--- config.mk ---
export PLATFORM = sky130hd
export DESIGN_NAME = freq_divider_cond
export DESIGN_NICKNAME = d
export VERILOG_FILES = /design/src/rtl/freq_divider_cond.sv
export SDC_FILE = /design/constraint.sdc
export NUM_CORES = 1
export LEC_CHECK = 0
export CORE_AREA = 2 2 39 41
export CTS_CLUSTER_SIZE = 12
export DETAILED_ROUTE_END_ITERATION = 10
export DIE_AREA = 0 0 41 43
export PLACE_DENSITY = 0.34
export SYNTH_ARGS = -nofsm -noshare
export SYNTH_HDL_FRONTEND = slang
export SYNTH_SLANG_ARGS = --single-unit
--- constraint.sdc ---
create_clock -name CLK -period 0.95 [get_ports CLK]
set_input_delay 0.19 -clock CLK [delete_from_list [all_inputs] [get_ports CLK]]
set_output_delay 0.19 -clock CLK [all_outputs]
set_load 0.005 [all_outputs]
--- src/rtl/freq_divider_cond.sv ---
// Phase-locked /2, /4, /8 clock conditioner driven by one free-running counter.
// Optional /16 output enabled by defining FREQ_DIV_CLK16_EN.
module freq_divider_cond (
  input  logic CLK,
  input  logic reset,
  output logic CLK_2,
  output logic CLK_4,
  output logic CLK_8
`ifdef FREQ_DIV_CLK16_EN
  ,
  output logic CLK_16
`endif
);

`ifdef FREQ_DIV_CLK16_EN
  localparam int CW = 4;
`else
  localparam int CW = 3;
`endif

  logic [CW-1:0] r_cnt;
  logic [CW-1:0] r_div;
  logic [CW-1:0] w_cnt_nxt;
  logic [CW-1:0] w_div_nxt;

  // Next counter value and next divided-clock phases from the pre-increment count
  always_comb begin
    w_cnt_nxt = r_cnt + {{(CW-1){1'b0}}, 1'b1};
    w_div_nxt = ~r_cnt;
  end

  // Free-running phase counter, cleared asynchronously
  always_ff @(posedge CLK or negedge reset) begin
    if (!reset) begin
      r_cnt <= {CW{1'b0}};
    end else begin
      r_cnt <= w_cnt_nxt;
    end
  end

  // Output flops: each divided clock is a registered inverted counter bit
  always_ff @(posedge CLK or negedge reset) begin
    if (!reset) begin
      r_div <= {CW{1'b0}};
    end else begin
      r_div <= w_div_nxt;
    end
  end

  assign CLK_2  = r_div[0];
  assign CLK_4  = r_div[1];
  assign CLK_8  = r_div[2];
`ifdef FREQ_DIV_CLK16_EN
  assign CLK_16 = r_div[3];
`endif

endmodule

### Word level (Yosys, flattened, before mapping)

Index checks and enable logic that the tools add are counted.

* flip-flop bits (word level): 6
* word-level logic and storage cells: 4
* output and inout port bits: 3

* bitwise gates (word level): 1
* add/subtract/negate cells: 1

Operators by type and width (number)
* 3-bit by 1-bit adder with 3-bit output, second input constant: 1
* 3-bit NOT: 1

### Logic depth before layout (Yosys ltp)

* depth after elaboration: 1
* mapped depth: 2

### Worst setup path after synthesis

Ideal clock, no wire load.

* path type: register to register
* from: reg r_cnt[0]
* to: reg r_cnt[2]
* setup time: 123 ps
* setup slack: 91 ps
* arrival time: 736 ps
* required time: 827 ps
* clock period less this slack: 859 ps
* stages on the path, launching flop included: 3
* path buffers: 0
* path through: dfrtp_1 ha_1 xor2_1

* longest elaborated chain between the ends: 1

Ends and longest elaborated chain
* start: declaration: line 21 `logic [CW-1:0] r_cnt;`
* start signal: assignment: line 35 `r_cnt <= {CW{1'b0}};`
* start signal: assignment: line 37 `r_cnt <= w_cnt_nxt;`
* 3-bit by 1-bit adder with 3-bit output: line 28 `w_cnt_nxt = r_cnt + {{(CW-1){1'b0}}, 1'b1};`
* named net w_cnt_nxt[2]: line 23 `logic [CW-1:0] w_cnt_nxt;`

The timed path passes the listed nets, and every way through them passes these cells.

==> summary.txt <==
Finish
  – FILL cells: 149
  – Share of layout cells above drive strength 1: 45.0%
  – Multi-input logic area: 33.8 sq um
  – Final standard cell utilization of the core: 18.8%
  – Footprint of the flip-flops and latches: 125 sq um
  – Final Net Count: 24
  – Ant. Diodes: 0
  – Layout overhead on the synthesized area: 65.1%
  – Finished layout cell area: 260 sq um
  – Layout Cells excl Fill: 36

Floorplan
  – Die area: 1760 sq um
  – Row count: 14
  – Height of the chip: 43 um
  – Initial Utilization: 11.4%
  – Core Area: 1380 sq um
  – Chip width: 41 um
  – Top-level port count: 5

Logic synthesis
  – Sequential-to-total area share from yosys stat: 79.4%
  – Fraction of registers with async set or reset after synthesis: 100%
  – Top cells by area, synth: dfrtp_1, ha_1, inv_1
  – Ys Warns: 0
  – Fraction of post-synthesis cell area in the top cell type by area: 79.4%
  – Area leader, netlist: dfrtp_1
  – Synthesized instance count: 10
  – Main synth FF type: dfrtp_1
  – Post-synthesis register bit count: 5
  – Nets in the synthesized netlist: 13
  – Cell area after technology mapping: 158 sq um
  – Number of flops mapped to enable cells by yosys: 0
  – Syn Area/Cell: 15.8 sq um
  – Commonest cells post-synth: dfrtp_1, inv_1, ha_1, xor2_1
  – Number of different library cells in the post-synthesis netlist: 4
  – Most frequent cell after synthesis: dfrtp_1

Route
  – DRC violation total after the first TritonRoute iteration: 3
  – Detail Route met2 WL: 119 um
  – Router iterations before antenna repair: 2
  – Post-Route M1 WL: 106 um
  – Top Layer Used: met3
  – Detailed Route WL: 280 um
  – DRC Markers: 0
  – Ratio of routed vias to standard cells: 2.78
  – Routed len/inst: 7.78 um
  – Remaining antenna violation count after routing: 0
  – Routed vias: 100
  – Met3 routed WL: 54 um

Global routing
  – Via count of the first global-routing pass: 123
  – Remaining global-route overflow: 0
  – Tot GR Track Use: 5.15%
  – Maximum number of pins on one net before global-route repair: 6
  – Number of antenna violations at the first check in global routing: 0
  – First-pass GRT wire length: 503 um

Timing
  – F_max: 1060 MHz
  – Clock period minus final worst setup slack: 0.943 ns
  – RSZ-0062 raised after global routing: true
  – Slew at the pin with the worst max-slew slack: 0.225 ns
  – Final period util: 99.3%
  – Endpoints failing hold: 0
  – Maximum clock skew at final layout: 0.000958 ns
  – Number of setup violations in the final report: 0
  – Max-slew violation total from the final report: 0
  – Setup total negative slack: 0 ns
  – Worst slew margin relative to its limit: 85.0%

Placed design
  – Number of buffer cells added on primary ports: 4
  – Placed cell areas: 218 sq um
  – Routability cong.: 0.580
  – Post-placement cell count: 30

Power
  – Post-layout power: 0.457 mW
  – Sw Ratio: 17.8%
  – Internal power consumption: 0.376 mW
  – Power density of the placed cells: 1760 nW/um^2
  – Sequential cell fraction of total power: 46.8%
  – Leakage dissipation: 0.119 nW
  – Clock share of power: 51.6%
  – Switching power of the nets: 0.0814 mW
  – Combinational fraction of design power: 1.6%
  – Highest ir drop seen on vdd: 816 uV

Worst setup path
  – Worst Path Arrival: 0.75 ns
  – Buf/Inv on CP: 1
  – Worst path max stage delay: 0.39 ns
  – Top Family by Delay on Critical Path: flip-flops
  – Highest-delay cell along the critical path: dfrtp_1
  – Critical path startpoint category: register
  – Critical path data required time: 0.76 ns
  – Cells along the critical path: buf_2
  – Critical path endpoint category: output pin
  – Biggest fanout along the worst timing path: 2
  – Setup CP Type: register to output pin

Clock network
  – Latest clock arrival within the worst-skew pair: 0.23 ns
  – TritonCTS clock tree: done
  – Clk root buf: clkbuf_4
  – CTS sink count: 5
  – Quantity of hold-fixing buffers added after cts: 0
  – Number of buffers created by CTS: 3
  – H-tree levels: 1
  – Clock-pin slew of the registers on the worst-case setup and hold paths: 0.04 ns
  – Maximum count of clock buffers along a single path: 2

Run status
  – Run status: finished clean

Flow run
  – Max-capacitance violation count: 0

Worst hold path
  – Class of the tightest hold or removal check: primary input to asynchronous set/reset pin
[routing by layer]
layer  GRT usage, %  vias up
met5              0        -
met4           4.00        0
li1               -       47
met3           6.28        0
met1           4.25       46
met2           6.25        7
[worst paths after layout]
path / from / end / slack, ns / depth (start not counted)
max in group asynchronous: reset / r_cnt[2]$_DFF_PN0_ / 0.59 / 1
min in group CLK: r_cnt[2]$_DFF_PN0_ / r_div[2]$_DFF_PN0_ / 0.44 / 1
hold reg to reg: r_cnt[2]$_DFF_PN0_ / r_div[2]$_DFF_PN0_ / 0.44 / 1
setup / recovery: r_cnt[0]$_DFF_PN0_ / CLK_2 / 0.007 / 1
hold / removal: reset / r_div[2]$_DFF_PN0_ / 0.17 / 1
setup reg to reg: r_cnt[0]$_DFF_PN0_ / r_cnt[2]$_DFF_PN0_ / 0.02 / 3
[cell families (layout without fill, tap and decap cells)]
kind of cell,after synthesis,count (layout),share of synthesized area (%)
flops,5,5,79.4
buf+inv,3,13,7.14
fa+ha+maj,1,1,7.94
xor+xnor,1,1,5.56
[cell usage in the layout (no fill, tap or decap)]
master,instances
dfrtp_1,5
inv_1,3
clkbuf_4,3
buf_2,3
xor2_1,1
ha_4,1
clkbuf_1,1
clkdlybuf4s50_1,1
buf_6,1
buf_4,1
[stage by stage]
step	hold slack, ns	setup WS (ns)
floorplan	-0.106	0.0907
global placement	0.411	-0.0922
detailed placement	0.417	-0.108
CTS	0.179	0.00341
global route	0.173	-0.0432
finish	0.175	0.00669
[sequential cells by signal, indices dropped and copies added (netlist names)]
name / count
r_div: 2
r_cnt: 3
[repair_timing]
action | 4_1_cts | 5_1_grt
pin swaps | 0 | 1
gates resized for setup | 15 | 0
setup buffers | 1 | 1
setup endpoints to repair | 3 | 2
[power groups by stage]
stage	Clock (mW)	Sequential (mW)	Combinational, mW
6_report	0.236	0.214	0.00748
5_1_grt	0.286	0.213	0.00874
4_1_cts	0.247	0.214	0.00796
3_5_place_dp	0	0.217	0.00771
3_3_place_gp	0	0.217	0.00746
2_1_floorplan	0	0.217	0.0000000269
[layout make-up]
type,instances,share of cell area (%)
repair buffers,6,16.8
multi-input cells,2,13.0
flip-flops and latches,5,48.1
clock buffers,4,10.1
well taps,16,7.69
inverters,3,4.33
(Power assumes the default switching activity.)
